===== src/rtl/puf_key_pkg.sv =====
// Shared types and sizing helpers for the PUF-to-key derivation block.
package puf_key_pkg;

   typedef enum logic [2:0] {
      ST_IDLE,
      ST_WAIT,
      ST_VOTE,
      ST_DONE,
      ST_ERR
   } state_e;

   function automatic int nchunk(input int key_w, input int resp_w);
      return key_w / resp_w;
   endfunction

   // Width of an index that counts 0..n-1; never narrower than one bit.
   function automatic int idx_w(input int n);
      return (n <= 1) ? 1 : $clog2(n);
   endfunction

   function automatic bit cfg_ok(input int key_w, input int resp_w, input int votes);
      return (resp_w > 0) && (key_w % resp_w == 0) && (votes % 2 == 1) &&
             (votes >= 1) && (votes <= 7);
   endfunction

endpackage


===== src/rtl/puf_key_gen_vote.sv =====
// Per-bit saturating vote counters; voted chunk and non-unanimous popcount are
// combinational from the counter state.
module puf_majority_vote #(
   parameter int RESP_W = 16,
   parameter int VOTES  = 3
) (
   input  logic                        clk,
   input  logic                        rst_n,
   input  logic                        acc,
   input  logic                        clr,
   input  logic [RESP_W-1:0]           sample,
   output logic [RESP_W-1:0]           voted,
   output logic [$clog2(RESP_W+1)-1:0] nonuni
);
   localparam int CNT_W = $clog2(VOTES + 1);
   localparam int POP_W = $clog2(RESP_W + 1);

   logic [CNT_W-1:0] cnt_q [RESP_W];
   logic [CNT_W-1:0] cnt_d [RESP_W];

   always_comb begin
      for (int i = 0; i < RESP_W; i++) begin
         cnt_d[i] = cnt_q[i];
         if (clr) begin
            cnt_d[i] = '0;
         end else if (acc && sample[i] && (cnt_q[i] != CNT_W'(VOTES))) begin
            cnt_d[i] = cnt_q[i] + 1'b1;
         end
      end
   end

   always_comb begin
      voted  = '0;
      nonuni = '0;
      for (int i = 0; i < RESP_W; i++) begin
         voted[i] = (cnt_q[i] > CNT_W'(VOTES / 2));
         if ((cnt_q[i] != '0) && (cnt_q[i] != CNT_W'(VOTES))) begin
            nonuni = nonuni + POP_W'(1);
         end
      end
   end

   always_ff @(posedge clk or negedge rst_n) begin
      if (!rst_n) begin
         for (int i = 0; i < RESP_W; i++) cnt_q[i] <= '0;
      end else begin
         for (int i = 0; i < RESP_W; i++) cnt_q[i] <= cnt_d[i];
      end
   end

endmodule


===== src/rtl/puf_key_gen.sv =====
// Majority-voted PUF key derivation feeding the ASCON key input.
// Key/error appear one cycle after DONE/ERR entry; PUF side stalls freely on puf_valid.
module puf_key_gen
   import puf_key_pkg::*;
#(
   parameter int RESP_W    = 16,
   parameter int KEY_W     = 128,
   parameter int VOTES     = 3,
   parameter int TIMEOUT   = 255,
   parameter int MAX_FLIPS = 8
) (
   input  logic                       clk,
   input  logic                       rst_n,
   input  logic                       start,
   input  logic                       clear,
   output logic                       puf_req,
   input  logic                       puf_valid,
   input  logic [RESP_W-1:0]          puf_response,
   output logic [KEY_W-1:0]           ascon_key,
   output logic                       key_valid,
   output logic                       busy,
   output logic                       error,
   output logic [$clog2(KEY_W+1)-1:0] flip_count
);
   localparam int NCHUNK  = nchunk(KEY_W, RESP_W);
   localparam int CHUNK_W = idx_w(NCHUNK);
   localparam int VIDX_W  = idx_w(VOTES);
   localparam int TO_W    = $clog2(TIMEOUT + 1);
   localparam int FLIP_W  = $clog2(KEY_W + 1);
   localparam int POP_W   = $clog2(RESP_W + 1);

   if (!cfg_ok(KEY_W, RESP_W, VOTES)) begin : g_bad_cfg
      $error("puf_key_gen: KEY_W must be a multiple of RESP_W and VOTES odd in 1..7");
   end

   state_e              state_q, state_d;
   logic [KEY_W-1:0]    shift_q, shift_d;
   logic [KEY_W-1:0]    key_q, key_d;
   logic                key_valid_q, key_valid_d;
   logic                error_q, error_d;
   logic [FLIP_W-1:0]   flip_q, flip_d, flip_sum;
   logic [CHUNK_W-1:0]  chunk_q, chunk_d;
   logic [VIDX_W-1:0]   vidx_q, vidx_d;
   logic [TO_W-1:0]     idle_q, idle_d;
   logic                mv_acc, mv_clr, accept;
   logic [RESP_W-1:0]   voted;
   logic [POP_W-1:0]    nonuni;

   puf_majority_vote #(.RESP_W(RESP_W), .VOTES(VOTES)) u_vote (
      .clk    (clk),
      .rst_n  (rst_n),
      .acc    (mv_acc),
      .clr    (mv_clr),
      .sample (puf_response),
      .voted  (voted),
      .nonuni (nonuni)
   );

   always_comb begin
      state_d  = state_q;
      shift_d  = shift_q;
      flip_d   = flip_q;
      chunk_d  = chunk_q;
      vidx_d   = vidx_q;
      idle_d   = idle_q;
      mv_acc   = 1'b0;
      mv_clr   = 1'b0;
      accept   = (state_q == ST_WAIT) && puf_valid;
      flip_sum = flip_q + FLIP_W'(nonuni);

      case (state_q)
         ST_IDLE, ST_DONE, ST_ERR: begin
            if (start) begin
               state_d = ST_WAIT;
               shift_d = '0;
               flip_d  = '0;
               chunk_d = '0;
               vidx_d  = '0;
               idle_d  = '0;
               mv_clr  = 1'b1;
            end
         end
         ST_WAIT: begin
            if (accept) begin
               mv_acc = 1'b1;
               idle_d = '0;
               if (vidx_q == VIDX_W'(VOTES - 1)) state_d = ST_VOTE;
               else                              vidx_d  = vidx_q + 1'b1;
            end else if (idle_q == TO_W'(TIMEOUT - 1)) begin
               state_d = ST_ERR;
            end else begin
               idle_d = idle_q + 1'b1;
            end
         end
         ST_VOTE: begin
            flip_d  = flip_sum;
            shift_d = (shift_q << RESP_W) | KEY_W'(voted);
            mv_clr  = 1'b1;
            vidx_d  = '0;
            idle_d  = '0;
            if (chunk_q == CHUNK_W'(NCHUNK - 1)) begin
               state_d = (int'(flip_sum) <= MAX_FLIPS) ? ST_DONE : ST_ERR;
            end else begin
               chunk_d = chunk_q + 1'b1;
               state_d = ST_WAIT;
            end
         end
         default: state_d = ST_IDLE;
      endcase

      if (clear) begin
         state_d = ST_IDLE;
         shift_d = '0;
         flip_d  = '0;
         chunk_d = '0;
         vidx_d  = '0;
         idle_d  = '0;
         mv_acc  = 1'b0;
         mv_clr  = 1'b1;
      end

      // Outputs follow the state one cycle late, so the key is captured only once complete.
      key_valid_d = (state_q == ST_DONE) && (state_d == ST_DONE);
      error_d     = (state_q == ST_ERR) && (state_d == ST_ERR);
      key_d       = key_valid_d ? (key_valid_q ? key_q : shift_q) : '0;
   end

   always_ff @(posedge clk or negedge rst_n) begin
      if (!rst_n) begin
         state_q     <= ST_IDLE;
         shift_q     <= '0;
         key_q       <= '0;
         key_valid_q <= 1'b0;
         error_q     <= 1'b0;
         flip_q      <= '0;
         chunk_q     <= '0;
         vidx_q      <= '0;
         idle_q      <= '0;
      end else begin
         state_q     <= state_d;
         shift_q     <= shift_d;
         key_q       <= key_d;
         key_valid_q <= key_valid_d;
         error_q     <= error_d;
         flip_q      <= flip_d;
         chunk_q     <= chunk_d;
         vidx_q      <= vidx_d;
         idle_q      <= idle_d;
      end
   end

   assign puf_req    = (state_q == ST_WAIT);
   assign busy       = (state_q == ST_WAIT) || (state_q == ST_VOTE);
   assign ascon_key  = key_q;
   assign key_valid  = key_valid_q;
   assign error      = error_q;
   assign flip_count = flip_q;

endmodule

===== config.mk =====
export PLATFORM = sky130hd
export DESIGN_NAME = puf_key_gen
export DESIGN_NICKNAME = d
export VERILOG_FILES = /design/src/rtl/puf_key_pkg.sv /design/src/rtl/puf_key_gen_vote.sv /design/src/rtl/puf_key_gen.sv
export SDC_FILE = /design/constraint.sdc
export NUM_CORES = 1
export LEC_CHECK = 0
export CAP_MARGIN = 20
export CORE_MARGIN = 8
export CORE_UTILIZATION = 55
export CTS_BUF_LIST = sky130_fd_sc_hd__clkbuf_8
export CTS_CLUSTER_DIAMETER = 150
export DETAILED_ROUTE_END_ITERATION = 7
export DONT_BUFFER_PORTS = 1
export GPL_TIMING_DRIVEN = 1
export PLACE_DENSITY = 0.7
export SLEW_MARGIN = 20
export SYNTH_ARGS = -nofsm -noshare
export SYNTH_HDL_FRONTEND = slang
export SYNTH_SLANG_ARGS = --single-unit

===== constraint.sdc =====
create_clock -name clk -period 31.5 [get_ports clk]
set_clock_uncertainty 0.2 [all_clocks]
set_input_delay 3.15 -clock clk [delete_from_list [all_inputs] [get_ports clk]]
set_output_delay 3.15 -clock clk [all_outputs]
set_load 0.03 [all_outputs]

==> results of run 1 <==
==> state kept, by name (all words and copies together), names as in the netlist <==
signal / flops
key_valid: 1
ascon_key: 128
vidx_q: 2
idle_q: 8
state_q: 3
shift_q: 128
error: 1
flip_count: 8
chunk_q: 3
u_vote.cnt_q: 32
==> report_power, final <==
part | switching [mW] | internal, mW | total, mW
Combinational | 0.0281 | 0.0179 | 0.0460
Clock | 0.157 | 0.184 | 0.341
Sequential | 0.00127 | 0.405 | 0.406
Total | 0.187 | 0.606 | 0.793
==> cell families (layout without fill, tap and decap cells) <==
kind of cell	after synthesis	after routing	share of synthesized area, %
xor gates and xnor gates	58	58	4.80
AOI/OAI and AO/OA	244	244	12.6
DFF	314	314	54.3
buffers and inverters	108	130	2.96
muxes	137	137	9.54
adders and majority gates	58	58	5.06
and+or+nand+nor	331	331	10.8
==> stage by stage <==
stage | std cells | hold WS [ns] | util [%]
2_1_floorplan | 1250 | 0.251 | -
3_3_place_gp | 1519 | 0.270 | 56.5
3_5_place_dp | 1519 | 0.292 | 56.5
4_1_cts | 1607 | 0.307 | 60.4
5_1_grt | 1607 | 0.318 | 60.4
6_report | 1607 | 0.302 | 60.4
==> layout by cell type, fill, tap and decap left out, types with 2 or more instances in the layout <==
| master | netlist | layout |
|---|---|---|
| nor4b_1 | 4 | 4 |
| inv_1 | 34 | 52 |
| nor3_1 | 5 | 4 |
| a31oi_1 | 6 | 6 |
| and2_1 | 2 | 2 |
| clkinvlp_4 | 0 | 2 |
| ha_1 | 57 | 57 |
| mux2i_1 | 132 | 132 |
| o31ai_1 | 16 | 16 |
| xor2_4 | 2 | 2 |
| nand3b_1 | 18 | 18 |
| nor3b_1 | 4 | 4 |
| mux2_2 | 4 | 4 |
| nand3_1 | 40 | 39 |
| xnor3_2 | 3 | 3 |
| a22o_1 | 120 | 120 |
| clkbuf_8 | 0 | 61 |
| o31a_1 | 2 | 2 |
| o211ai_1 | 3 | 3 |
| clkinv_2 | 0 | 4 |
| nand4_1 | 4 | 4 |
| or3_1 | 2 | 2 |
| xor2_1 | 17 | 17 |
| xnor2_2 | 2 | 2 |
| nor2_1 | 163 | 163 |
| nand2_1 | 40 | 40 |
| nand2b_1 | 16 | 16 |
| a211oi_1 | 7 | 6 |
| xnor3_1 | 4 | 4 |
| a21oi_1 | 16 | 16 |
| nor2b_1 | 17 | 17 |
| nand4b_1 | 2 | 2 |
| and3_1 | 5 | 5 |
| xnor2_1 | 28 | 28 |
| or2_2 | 3 | 3 |
| buf_4 | 0 | 7 |
| o21ai_0 | 58 | 58 |
| a21o_1 | 5 | 5 |
| dfrtp_1 | 314 | 313 |
==> layout make-up <==
| class | instances | area (sq um) | area share, % |
|---|---|---|---|
| flip-flops and latches | 314 | 7860 | 50.1 |
| multi-input cells | 828 | 6220 | 39.7 |
| clock buffers | 61 | 840 | 5.35 |
| well taps | 335 | 419 | 2.67 |
| clock inverters | 27 | 160 | 1.02 |
| inverters | 35 | 131 | 0.837 |
| repair buffers | 7 | 52.6 | 0.335 |
==> per-layer routing <==
metal  vias up  GRT usage (%)
met3        51           5.86
met4         0           7.03
met5         -              0
li1       4418              -
met1      4701           26.1
met2       222           33.4
==> path summary, 6_finish.rpt <==
check / slack (ns) / end / start / cells after the start
max in group asynchronous: 28.61 / u_vote.cnt_q[19] / rst_n / 0
setup reg to reg: 18.01 / ascon_key[13] / u_vote.cnt_q[28] / 59
hold reg to reg: 0.30 / shift_q[118] / shift_q[118] / 1
setup / recovery: 18.01 / ascon_key[13] / u_vote.cnt_q[28] / 59
min in group asynchronous: 2.09 / shift_q[118] / rst_n / 0
hold / removal: 0.30 / shift_q[118] / shift_q[118] / 1
==> worst reg2reg max path, delay by kind of cell, from the launching register on <==
family,cells,cell delay [ns]
compound gates,14,2.45
xor+xnor,2,0.54
fa+ha+maj,16,4.69
buf+inv,5,0.94
flops,1,0.41
mux,1,0.27
simple gates,21,3.98
==> results.ini, run 1 <==
[outcome]
status = finished, final reports clean

[timing]
min_period_ns = 13.49
setup_tns_ns = 0
setup_ws_ns = 18.01
fmax_mhz = 74.1
tightest_slew_ns = 1.07
drv_slew = 0
hold_violations = 0
finalCritPeriodShare_pct = 42.8
rsz0062_at_grt = no
setup_viol_count_final = 0
relSlewSlack_pct = 28.4

[floorplan]
start_util_pct = 55.7
chipWidth_um = 178
ios = 161
fp.coreArea_sq_mm = 0.0260
core.rowCount = 59
die_area_sq_mm = 0.0318
die_y_um = 178

[place]
pre_cts_ws_ns = 18.14
placed_area_sq_mm = 0.0147
dpl.hpwl_um = 21400
globalplace.congestion = 0.814
portBuffers = 0

[global_route]
antenna_found_initial = 0
grt_pass1_vias = 9219
grt_max_degree = 315
grt_overflow_total = 0
grt_first_pass_wirelength_um = 52100
track_usage_pct = 20.5

[flow_run]
max-cap-violations = 0

[logic_synthesis]
syn_area_sq_mm = 0.0145
synth_top_area_share_pct = 54.3
avgSynthCellArea_sq_um = 11.6
synth_warnings = 0
ys_top_cells_by_area = dfrtp_1, mux2i_1, a22o_1, ha_1, nor2_1
synth_common_cells = dfrtp_1, nor2_1, mux2i_1
synth-edff-count = 0
synth_cell_types = 61
syn_nets = 1329
synth_top_area_cell = dfrtp_1
synthFlopType = dfrtp_1
synth.most_common_cell = dfrtp_1
ys_ff_latch = 314
syn_inst = 1250
synth-seq-area-share_pct = 54.3
async_flop_share_pct = 100

[clock_network]
postCtsHoldBufs = 0
cts_root_buffer = clkbuf_8
clk_path_buf_depth = 3
post_cts_buffers = 0
cts_buffers = 50
htreeDepth = 2
worstSkewPairLatency_ns = 0.57
clkTransAtPathRegs_ns = 0.06
clock_sinks = 314
cts_tree = yes
cts.repair.resized = 0

[route]
drc_errors = 0
met3_length_um = 2300
routed_via_density = 5.84
met1Wirelength_um = 13800
wl_met2_um = 15900
num_vias = 9392
top_layer = met4
drt_iter0_markers = 682
wire_per_inst_um = 20.4
ant_nets = 0
drt_pass1_iterations = 5
wirelength_um = 32800

[critical_path]
crit_top_cell = ha_1
crit_family = adder cells
path_class = reg2reg
timing.critical_path.buf_inv = 5
cp.required_ns = 31.79
critPathLaunchType = flop
endpoint_kind = flop
critPathSlowestCell = nor4b_1
arrival_ns = 13.78
crit_fanout = 92
critPathMaxStageDelay_ns = 0.84

[cells_and_area]
nets = 1315
diodes = 0
fill_cells = 2163
area_growth_pct = 8.34
drive_above_1_share_pct = 8.33
final_area_sq_mm = 0.0157

[worst_hold_path]
min_path_type = reg2reg

[power_and_ir_drop]
power_mw = 0.793
p_leak_nw = 6.98
ir_drop_mv = 0.0352
power.density_mw_per_mm2 = 50.5

No activity file was read; power rests on OpenSTA's default activity.
==> inputs of run 2 (changes only) <==
Settings changed: PLACE_DENSITY 0.7 to 0.73.
Clock period 31.5 ns to 11.9 ns, I/O delays scaled along.
==> run 2 against run 1 <==
  * Core utilization up 2.1 points
  * Sequential share of layout area down 1.6 points
  * Cell count up 1.6%
  * Total power rose to 2.8 times the previous value
  * Flip-flop and latch count unchanged
  * Hold slack worse by 0.18 ns
  * Fmax up 18%
  * First-iteration DRC count up 8.8%
  * Global-route usage up 0.43 points
  * Die area unchanged
  * Register-to-register slack worse by 18 ns
  * Critical path type unchanged
  * Critical endpoint is now ascon_key[112]
==> results.ini, run 2 (synthesis gave the netlist of run 1 again) <==
[outcome]
status = finished, final reports clean

[route]
drc_errors = 0  ; unchanged
wirelength_um = 33800  ; +2.8%
num_vias = 9579  ; +2.0%
drt_iter0_markers = 742  ; +8.8%
ant_nets = 0  ; unchanged
wire_per_inst_um = 20.7  ; +1.3%
drt_pass1_iterations = 5  ; unchanged
routed_via_density = 5.87  ; +0.43%

[timing]
tightest_slew_ns = 0.964  ; -0.110 ns
min_period_ns = 11.47  ; -2.02 ns
fin_hold_ws_ns = 0.118  ; -0.184 ns
finalCritPeriodShare_pct = 96.4  ; +54 points
drv_slew = 0  ; unchanged
relSlewSlack_pct = 35.7  ; +7.3 points
setup_viol_count_final = 0  ; unchanged
fmax_mhz = 87.2  ; +18%
hold_violations = 0  ; unchanged

[power_and_ir_drop]
p_leak_nw = 7.17  ; +2.8%
power.density_mw_per_mm2 = 134  ; +170%
ir_drop_mv = 0.102  ; +190%
power_mw = 2.18  ; +180%

[cells_and_area]
fin_util_pct = 62.4  ; +2.1 points
final_area_sq_mm = 0.0162  ; +3.4%
diodes = 0  ; unchanged
mostFrequentLayoutCells = dfrtp_1, nor2_1, mux2i_1
area_growth_pct = 12.0
layout_commonest_cell = dfrtp_1
drive_above_1_share_pct = 13.2  ; +4.9 points
stdcell_count = 1632  ; +1.6%
nets = 1336  ; +1.6%

[critical_path]
crit_fanout = 32  ; -65%
critPathLaunchType = flop
crit_top_cell = ha_1
worstReg2RegEnd = ascon_key[112]
regToRegSetupSlack_ns = 0.43  ; -17.58 ns
worst-r2r-cell-count = 63  ; +6.8%
reg2reg_from = u_vote.cnt_q[29]
endpoint_kind = flop
critPathSlowestCell = dfrtp_1
arrival_ns = 11.77  ; -2.01 ns
cp.required_ns = 12.20  ; -19.59 ns
critPathMaxStageDelay_ns = 0.41  ; -0.43 ns
timing.critical_path.buf_inv = 8  ; +3
path_class = reg2reg
crit_family = adder cells

[clock_network]
postCtsHoldBufs = 0  ; unchanged
clock_sinks = 314  ; unchanged
clk_path_buf_depth = 3  ; unchanged
cts_root_buffer = clkbuf_8
worstSkewPairLatency_ns = 0.59  ; +0.02 ns
cts_tree = yes
htreeDepth = 2  ; unchanged
cts_buffers = 51  ; +2.0%
clkTransAtPathRegs_ns = 0.06  ; about the same

[floorplan]
chipWidth_um = 178  ; unchanged
start_util_pct = 55.7  ; unchanged
ios = 161  ; unchanged
die_y_um = 178  ; unchanged
fp.coreArea_sq_mm = 0.0260  ; unchanged
die_area_sq_mm = 0.0318  ; unchanged
core.rowCount = 59  ; unchanged

[global_route]
grt_max_degree = 315  ; unchanged
grt_first_pass_wirelength_um = 53400  ; +2.5%
grt_overflow_total = 0  ; unchanged
grt_pass1_vias = 9445  ; +2.5%
track_usage_pct = 21.0  ; +0.43 points
antenna_found_initial = 0  ; unchanged

[place]
dpl.cell_count = 1523  ; +0.26%
dpl.hpwl_um = 21500  ; +0.30%
placed_area_sq_mm = 0.0147  ; +0.37%
globalplace.congestion = 0.848  ; +4.1%
portBuffers = 0  ; unchanged

[worst_hold_path]
min_path_type = in2async

[flow_run]
max-cap-violations = 0  ; unchanged

run 2: area by class of cell:
| cell class | instances | area [sq um] |
|---|---|---|
| clock inverter | 25 | 158 |
| inverter | 35 | 131 |
| fill | 2070 | 9760 |
| tap | 335 | 419 |
| timing repair buffer | 27 | 299 |
| clock buffer | 68 | 936 |
| sequential | 314 | 7860 |
| multi-input combinational | 828 | 6420 |
run 2: what timing repair did:
item	CTS	global route
resized for setup	11	41
cloned	2	0
endpoints found under the setup margin	129	133
pin swaps	3	16
buffers inserted	4	10
run 2: worst max path at each step:
| stage | endpoint | depth (start not counted) | start | slack [ns] |
|---|---|---|---|---|
| 2_1_floorplan | ascon_key[118] | 60 | u_vote.cnt_q[28] | 0.63 |
| 3_3_place_gp | ascon_key[39] | 60 | u_vote.cnt_q[28] | 0.24 |
| 3_5_place_dp | ascon_key[19] | 60 | u_vote.cnt_q[28] | -0.26 |
| 4_1_cts | ascon_key[5] | 62 | u_vote.cnt_q[27] | 0.007 |
| 5_1_grt | ascon_key[95] | 64 | u_vote.cnt_q[29] | -0.19 |
| 6_report | ascon_key[112] | 63 | u_vote.cnt_q[29] | 0.43 |
run 2: per-layer routing:
metal,vias up,track usage [%],part of all wire [%]
met5,-,0,0
met4,0,5.68,1.9
met3,46,7.03,8.0
met2,223,34.3,49
met1,4850,26.4,41
li1,4460,-,-
run 2: report_power, final:
group	internal, mW	switching [mW]	leakage [nW]
registers	1.07	0.00336	4.38
logic	0.0588	0.0850	2.17
clock network	0.536	0.427	0.624
run 2: through the flow:
step,TNS (ns),setup WS [ns]
final,0,0.430
after global routing,-13.93,-0.188
after CTS,0,0.00714
after detailed placement,-27.51,-0.259
after global placement,0,0.242
after floorplan,0,0.633
==> inputs of run 3 (changes only) <==
Settings changed: CTS_BUF_LIST sky130_fd_sc_hd__clkbuf_8 to default.
==> run 3 against run 2 <==
  * Clock-buffer cell count down 16
  * Routed wire length is 2.1% higher
  * Hold slack better by 0.056 ns
  * Sequential power is essentially flat
  * Worst setup slack improved by 0.021 ns
  * Core utilization up 0.43 points
  * Cell area is 0.69% higher
  * Total power is 4.8% higher
  * Non-clock buffer count increased by 4
  * Die area unchanged
  * Clock power increased by 11%
  * Sequential share of layout area down 0.34 points
  * Largest cell class unchanged
==> results.ini, run 3 (synthesis gave the netlist of run 1 again) <==
[power_and_ir_drop]
internal_power_mw = 1.76  ; +5.6%
p_leak_nw = 7.16  ; -0.18%
power.density_mw_per_mm2 = 140  ; +4.0%
p_sw_mw = 0.525  ; +1.9%
pwr-share-seq_pct = 47.0  ; -2.3 points
power_mw = 2.28  ; +4.8%
pwr-share-comb_pct = 6.2  ; -0.4 points
p_clk_share_pct = 46.8  ; +2.7 points
ir_drop_mv = 0.142  ; +40%
p_sw_share_pct = 23.0  ; -0.64 points

[place]
dpl.hpwl_um = 21500  ; unchanged
portBuffers = 0  ; unchanged
dpl.cell_count = 1523  ; unchanged
globalplace.congestion = 0.848  ; unchanged

[critical_path]
cp.required_ns = 12.14  ; -0.06 ns
critPathMaxStageDelay_ns = 0.40  ; about the same
crit_fanout = 31  ; -3.1%
worstReg2RegEnd = ascon_key[11]
endpoint_kind = flop
critPathSlowestCell = dfrtp_1
critPathLaunchType = flop
reg2reg_from = u_vote.cnt_q[29]
regToRegSetupSlack_ns = 0.45  ; +0.02 ns
crit_top_cell = ha_1
arrival_ns = 11.69  ; -0.08 ns
path_class = reg2reg
worst-r2r-cell-count = 63  ; unchanged

[timing]
tightest_slew_ns = 0.984  ; +0.0201 ns
min_period_ns = 11.45  ; -0.0214 ns
setup_tns_ns = 0  ; unchanged
finalCritPeriodShare_pct = 96.2  ; -0.18 points
drv_slew = 0  ; unchanged
hold_violations = 0  ; unchanged
fmax_mhz = 87.3  ; +0.19%
relSlewSlack_pct = 34.4  ; -1.3 points
setup_viol_count_final = 0  ; unchanged

[global_route]
grt_pass1_vias = 9228  ; -2.3%
grt_first_pass_wirelength_um = 52600  ; -1.6%
antenna_found_initial = 0  ; unchanged
grt_max_degree = 315  ; unchanged
grt_overflow_total = 0  ; unchanged
track_usage_pct = 20.6  ; -0.34 points

[cells_and_area]
fin_util_pct = 62.9  ; +0.43 points
stdcell_count = 1606  ; -1.6%
nets = 1324  ; -0.90%
area_growth_pct = 12.8
diodes = 0  ; unchanged
layout_commonest_cell = dfrtp_1
drive_above_1_share_pct = 12.3  ; -0.91 points
fill_cells = 2038  ; -1.5%
mostFrequentLayoutCells = dfrtp_1, nor2_1, mux2i_1

[clock_network]
clk_path_buf_depth = 3  ; unchanged
cts_buffers = 35  ; -31%
clkTransAtPathRegs_ns = 0.06  ; about the same
clock_sinks = 314  ; unchanged
cts_tree = yes
cts_root_buffer = clkbuf_16
htreeDepth = 2  ; unchanged
worstSkewPairLatency_ns = 0.53  ; -0.06 ns

[route]
drt_pass1_iterations = 5  ; unchanged
wirelength_um = 34500  ; +2.1%
ant_nets = 0  ; unchanged
num_vias = 9588  ; +0.094%
drc_errors = 0  ; unchanged
routed_via_density = 5.97  ; +1.7%
wire_per_inst_um = 21.5  ; +3.8%
drt_iter0_markers = 760  ; +2.4%

[floorplan]
fp.coreArea_sq_mm = 0.0260  ; unchanged
chipWidth_um = 178  ; unchanged
ios = 161  ; unchanged
start_util_pct = 55.7  ; unchanged
core.rowCount = 59  ; unchanged
die_area_sq_mm = 0.0318  ; unchanged
die_y_um = 178  ; unchanged

[flow_run]
max-cap-violations = 0  ; unchanged

[outcome]
status = finished, final reports clean

[worst_hold_path]
min_path_type = in2async

[run 3: per-stage QoR]
step / setup WS (ns) / hold WS, ns / area (sq um)
after global placement: 0.242 / 0.270 / 14700
after detailed placement: -0.259 / 0.284 / 14700
final: 0.451 / 0.174 / 16300
after floorplan: 0.633 / 0.251 / 14500
after CTS: -0.00938 / 0.156 / 15900
after global routing: -0.169 / 0.150 / 16300
[run 3: worst max path at each step]
stage / startpoint / end / slack (ns) / depth (start not counted)
after global routing: u_vote.cnt_q[30] / ascon_key[63] / -0.17 / 62
after global placement: u_vote.cnt_q[28] / ascon_key[39] / 0.24 / 60
after CTS: u_vote.cnt_q[28] / ascon_key[19] / -0.009 / 61
final: u_vote.cnt_q[29] / ascon_key[11] / 0.45 / 63
after detailed placement: u_vote.cnt_q[28] / ascon_key[19] / -0.26 / 60
after floorplan: u_vote.cnt_q[28] / ascon_key[118] / 0.63 / 60
[run 3: layout make-up]
| type | instances | area [sq um] | share of cell area, % |
|---|---|---|---|
| sequential | 314 | 7860 | 48.1 |
| multi-input combinational | 828 | 6430 | 39.4 |
| clock buffer | 52 | 1030 | 6.30 |
| tap | 335 | 419 | 2.57 |
| timing repair buffer | 31 | 330 | 2.02 |
| clock inverter | 11 | 133 | 0.812 |
| inverter | 35 | 131 | 0.804 |
[run 3: routing by layer]
metal  GRT usage (%)  wire length (um)
met5               0                 0
met4            5.51               666
met3            6.48              2870
met2            34.0             17000
met1            26.0             14000
[run 3: power by group through the flow]
| stage | combinational [mW] | clock [mW] | sequential [mW] |
|---|---|---|---|
| after floorplan | 0.102 | 0 | 1.09 |
| after global placement | 0.120 | 0 | 1.09 |
| after detailed placement | 0.126 | 0 | 1.09 |
| after CTS | 0.128 | 1.09 | 1.07 |
| after global routing | 0.158 | 1.13 | 1.07 |
| final | 0.142 | 1.07 | 1.07 |
[run 3: timing repair]
| item | 4_1_cts | 5_1_grt |
|---|---|---|
| setup endpoints to repair | 129 | 133 |
| cloned | 0 | 5 |
| hold buffers | 0 | 0 |
| pin swaps | 3 | 16 |
| gates resized for setup | 5 | 51 |
| setup buffers | 1 | 14 |
[run 3: worst max-delay path: cells and delay by family, from the launching register on]
kind	cells	cell delay, ns
AO/OA/AOI/OAI	14	1.86
buffers and inverters	8	0.90
multiplexers	2	0.53
AND/OR/NAND/NOR	22	2.95
XOR/XNOR	1	0.12
adder cells (fa/ha/maj)	16	4.35
flip-flops	1	0.40
